`src/rtl/oh_pktmux_pkg.sv`:
```
// Shared definitions for the packet-locking N:1 multiplexer.
// The state encoding is fixed so that other blocks and debug tools can decode it.
package oh_pktmux_pkg;

  typedef enum logic {
    IDLE   = 1'b0,
    LOCKED = 1'b1
  } state_t;

endpackage

```
`src/rtl/oh_arbiter.sv`:
```
// Combinational one-hot arbiter. "FIXED" grants the lowest set request and
// "FIXED_MSB" grants the highest; any other TYPE value falls back to "FIXED".
module oh_arbiter #(
  parameter int    N    = 4,
  parameter string TYPE = "FIXED"
) (
  input  logic [N-1:0] requests,
  output logic [N-1:0] grants
);

  generate
    if (TYPE == "FIXED_MSB") begin : g_msb
      always_comb begin
        grants = '0;
        for (int i = 0; i < N; i++) begin
          if (requests[i]) begin
            grants    = '0;
            grants[i] = 1'b1;
          end
        end
      end
    end else begin : g_lsb
      // Isolating the lowest set bit gives lowest-index-wins in one expression.
      assign grants = requests & (~requests + {{(N-1){1'b0}}, 1'b1});
    end
  endgenerate

endmodule

```
`src/rtl/oh_pktmux.sv`:
```
// Packet-level N:1 mux: a fixed-priority grant is locked for a whole packet
// and the locked channel's beats drain through one registered output stage.
module oh_pktmux
  import oh_pktmux_pkg::*;
#(
  parameter int N  = 4,
  parameter int DW = 32
) (
  input  logic            clk,
  input  logic            reset,
  input  logic [N-1:0]    in_valid,
  input  logic [N*DW-1:0] in_data,
  input  logic [N-1:0]    in_last,
  output logic [N-1:0]    in_ready,
  output logic            out_valid,
  output logic [DW-1:0]   out_data,
  output logic            out_last,
  output logic [N-1:0]    out_src,
  input  logic            out_ready,
  output logic            busy
);

  state_t        state;
  state_t        state_nxt;
  logic [N-1:0]  lock;
  logic [N-1:0]  lock_nxt;
  logic [N-1:0]  grant;
  logic          can_load;
  logic          accept;
  logic [DW-1:0] sel_data;
  logic          sel_last;

  oh_arbiter #(
    .N    (N),
    .TYPE ("FIXED")
  ) u_arbiter (
    .requests (in_valid),
    .grants   (grant)
  );

  // The output register can take a beat when empty or draining this cycle.
  assign can_load = ~out_valid | out_ready;
  assign in_ready = (state == LOCKED && !reset) ? (lock & {N{can_load}}) : '0;
  assign accept   = |(in_valid & in_ready);
  assign busy     = (state == LOCKED);

  always_comb begin
    sel_data = '0;
    for (int i = 0; i < N; i++) begin
      if (lock[i]) begin
        sel_data = sel_data | in_data[i*DW +: DW];
      end
    end
  end

  assign sel_last = |(in_last & lock);

  always_comb begin
    state_nxt = state;
    lock_nxt  = lock;
    case (state)
      IDLE: begin
        if (|in_valid) begin
          lock_nxt  = grant;
          state_nxt = LOCKED;
        end
      end
      LOCKED: begin
        if (accept && sel_last) begin
          lock_nxt  = '0;
          state_nxt = IDLE;
        end
      end
      default: begin
        lock_nxt  = '0;
        state_nxt = IDLE;
      end
    endcase
  end

  always_ff @(posedge clk) begin
    if (reset) begin
      state <= IDLE;
      lock  <= '0;
    end else begin
      state <= state_nxt;
      lock  <= lock_nxt;
    end
  end

  // A new beat overwrites the register even while the old one drains.
  always_ff @(posedge clk) begin
    if (reset) begin
      out_valid <= 1'b0;
      out_data  <= '0;
      out_last  <= 1'b0;
      out_src   <= '0;
    end else if (accept) begin
      out_valid <= 1'b1;
      out_data  <= sel_data;
      out_last  <= sel_last;
      out_src   <= lock;
    end else if (out_valid && out_ready) begin
      out_valid <= 1'b0;
    end
  end

endmodule

```
`config.mk`:
```
export PLATFORM = sky130hd
export DESIGN_NAME = oh_pktmux
export DESIGN_NICKNAME = d
export VERILOG_FILES = /design/src/rtl/oh_pktmux_pkg.sv /design/src/rtl/oh_arbiter.sv /design/src/rtl/oh_pktmux.sv
export SDC_FILE = /design/constraint.sdc
export NUM_CORES = 1
export LEC_CHECK = 0
export BUFFER_PORTS_ARGS = -buffer_cell sky130_fd_sc_hd__buf_2
export CAP_MARGIN = 10
export CORE_ASPECT_RATIO = 0.6
export CORE_UTILIZATION = 30
export DETAILED_ROUTE_END_ITERATION = 6
export PLACE_DENSITY_LB_ADDON = 0.05
export SYNTH_ARGS = -nofsm -noshare
export SYNTH_HDL_FRONTEND = slang
export SYNTH_SLANG_ARGS = --single-unit
```
`constraint.sdc`:
```
create_clock -name clk -period 3.7 [get_ports clk]
set_input_delay 0.37 -clock clk [delete_from_list [all_inputs] [get_ports clk]]
set_output_delay 0.37 -clock clk [all_outputs]
set_load 0.05 [all_outputs]
```
==> out/results.ini <==
[clock_network]
postCtsSetupBuffers = 0
numCtsBuffers = 5
clk_pin_slew_worst_paths_ns = 0.06
cts_resized = 0
clk_latency_ns = 0.28
postCtsHoldBufs = 0
ctsLongestPathBuffers = 2
h-tree-depth = 2
clkSinkCount = 43
cts_tree = built
cts_root_buf = clkbuf_16

[setup_path]
reg2reg_depth = 5
path_delay_family = buffers and inverters
crit_top_cell = buf_2
crit_required_ns = 3.33
cpMaxStageDelayCell = buf_2
end_kind = output pin
criticalPathCategory = input port to output pin
crit_path_cell_trace = buf_2 -> nor3_1 -> and2_1 -> buf_2
cp_num_cells = 4
cp.arrival_ns = 1.61
crit_buf_inv = 2
cp_max_fo = 44
cp-start-kind = input port
cpPeakStageDelay_ns = 0.64

[min_path]
holdPathStages = 2
hold_path.class = input port to flip-flop

[placed_design]
io_buffers = 181
dp_hpwl_mm = 5.205
place_inst = 484
place_area_um2 = 3075
place_congestion = 0.7996

[timing]
tightest_slew_ns = 0.8504
relSlewSlack = 0.4331
rsz0062_at_grt = no
finalClockSkew_ns = 0.003661
clock.fmax_mhz = 504.1
tns_ns = 0
setup_viol = 0
period_share = 0.5361
slew_viol_final = 0
layout_min_cycle_time_ns = 1.984
hold_violations = 0

[route]
drtIter0Drc = 160
wl_mm = 7.293
wl_per_cell_um = 14.82
drc = 10
firstDrtPassIters = 6
antenna_left = 0
num_vias = 2522
viasPerCell = 5.126

[floorplan]
initial_core_util = 0.3168
die_height_um = 67.74
rows = 23
die_x_um = 111.6
ios = 182
dieArea_um2 = 7557
coreArea_um2 = 6820

[cells_and_area]
final_common_cell = buf_2
final_area_um2 = 3232
final_cell_mix = buf_2, a22oi_1, dfxtp_1, nor2_1, a311oi_1
area_growth_syn_to_layout_pct = 49.57
nNetsFinal = 543
drive_gt1_frac = 0.4840
instances_no_fill = 492
num_antenna_cells = 0
fin_util = 0.4739

[global_routing]
grt_pass1_vias = 2341
track_usage = 0.1895
overflow = 0
grt_pass1_wl_mm = 11.38
grt_max_degree = 45
antenna_found_initial = 0

[run_status]
violations = design-rule violations
status = finished with violations

[synth]
syn-num-nets = 377
ys_seq_area_frac = 0.3984
synth_top_area_frac = 0.3984
ys_ff_latch = 43
avgSynthCellArea_um2 = 9.079
synth.area.top_cells = dfxtp_1, a22oi_1, a311oi_1, nor2_1, clkbuf_1
syn_area_um2 = 2161
synth.distinct_cells = 20
ys_warn_count = 0
synth_top_area_cell = dfxtp_1
synthCells = 238

[job]
drv_cap = 0

[power]
power.density_nw_per_um2 = 359.6
max-vdd-ir-drop_uv = 154.3
leakagePower_uw = 0.001400

## logic make-up (layout without fill, tap and decap cells)
group | count (synthesis) | count (layout) | synth area share
AOI/OAI and AO/OA | 108 | 108 | 0.4082
and+or+nand+nor | 51 | 51 | 0.09786
DFF | 43 | 43 | 0.3984
buffers and inverters | 31 | 198 | 0.07238
muxes | 5 | 5 | 0.02316
## worst paths after layout
kind                                    end                      start  slack [ns]
setup / recovery                in_ready[2]                      reset        1.72
hold / removal         lock[1]$_SDFFE_PP0P_                in_valid[1]        0.37
setup reg to reg       lock[1]$_SDFFE_PP0P_            busy$_SDFF_PP0_        1.95
hold reg to reg   out_data[27]$_SDFFE_PP0P_  out_data[27]$_SDFFE_PP0P_        0.49
## area by class of cell
| type | count | area [µm²] |
|---|---|---|
| fillers | 706 | 3588 |
| repair buffers | 187 | 950.9 |
| flip-flops and latches | 43 | 860.8 |
| inverters | 3 | 11.26 |
| clock buffers | 8 | 156.4 |
| multi-input cells | 164 | 1144 |
| well taps | 87 | 108.9 |
## stage by stage
step	power (µW)	worst slack (ns)	hold WS [ns]
after floorplan	622.3	1.698	0.4957
after global placement	723.1	1.637	0.4708
after detailed placement	725.3	1.563	0.4873
after CTS	1180	1.684	0.3631
after global routing	1225	1.597	0.3685
final	1162	1.716	0.3693
## Yosys cell counts
| cell | count |
|---|---|
| mux2i_1 | 5 |
| inv_1 | 3 |
| a211oi_1 | 1 |
| buf_4 | 1 |
| and2_1 | 5 |
| clkbuf_1 | 18 |
| buf_6 | 4 |
| a21oi_1 | 1 |
| a32o_1 | 2 |
| nor2_1 | 40 |
| a311oi_1 | 34 |
| a2111oi_4 | 1 |
| nor2b_1 | 1 |
| nor3_1 | 4 |
| a22o_1 | 1 |
| dfxtp_1 | 43 |
| a22oi_1 | 67 |
| buf_2 | 5 |
| nand2_1 | 1 |
| a22oi_2 | 1 |
## worst register-to-register path, delay by kind of cell, from the launching register on
| kind | cells | cell delay [ns] |
|---|---|---|
| flops | 1 | 0.37 |
| buf+inv | 2 | 0.48 |
| compound gates | 3 | 0.80 |
## routing by layer
layer	global-route usage	vias to the layer above	wire (µm)	share of wire
li1	-	1282	-	-
met1	0.2321	1130	3280	0.45
met2	0.3406	106	3439	0.47
met3	0.05206	4	534	0.073
met4	0.03547	0	39	0.0053
met5	0	-	0	0
## state kept, by name (all words and copies together) (netlist names)
name,cells
busy,1
out_data,32
out_src,4
out_last,1
lock,4
out_valid,1
## power by group
part | switching (µW) | internal (µW) | leakage [µW]
sequential | 7.44 | 478 | 0.000349
clock | 161 | 287 | 0.0000772
combinational | 134 | 94.3 | 0.000975
total | 302 | 860 | 0.00140
(Power assumes the default switching activity.)
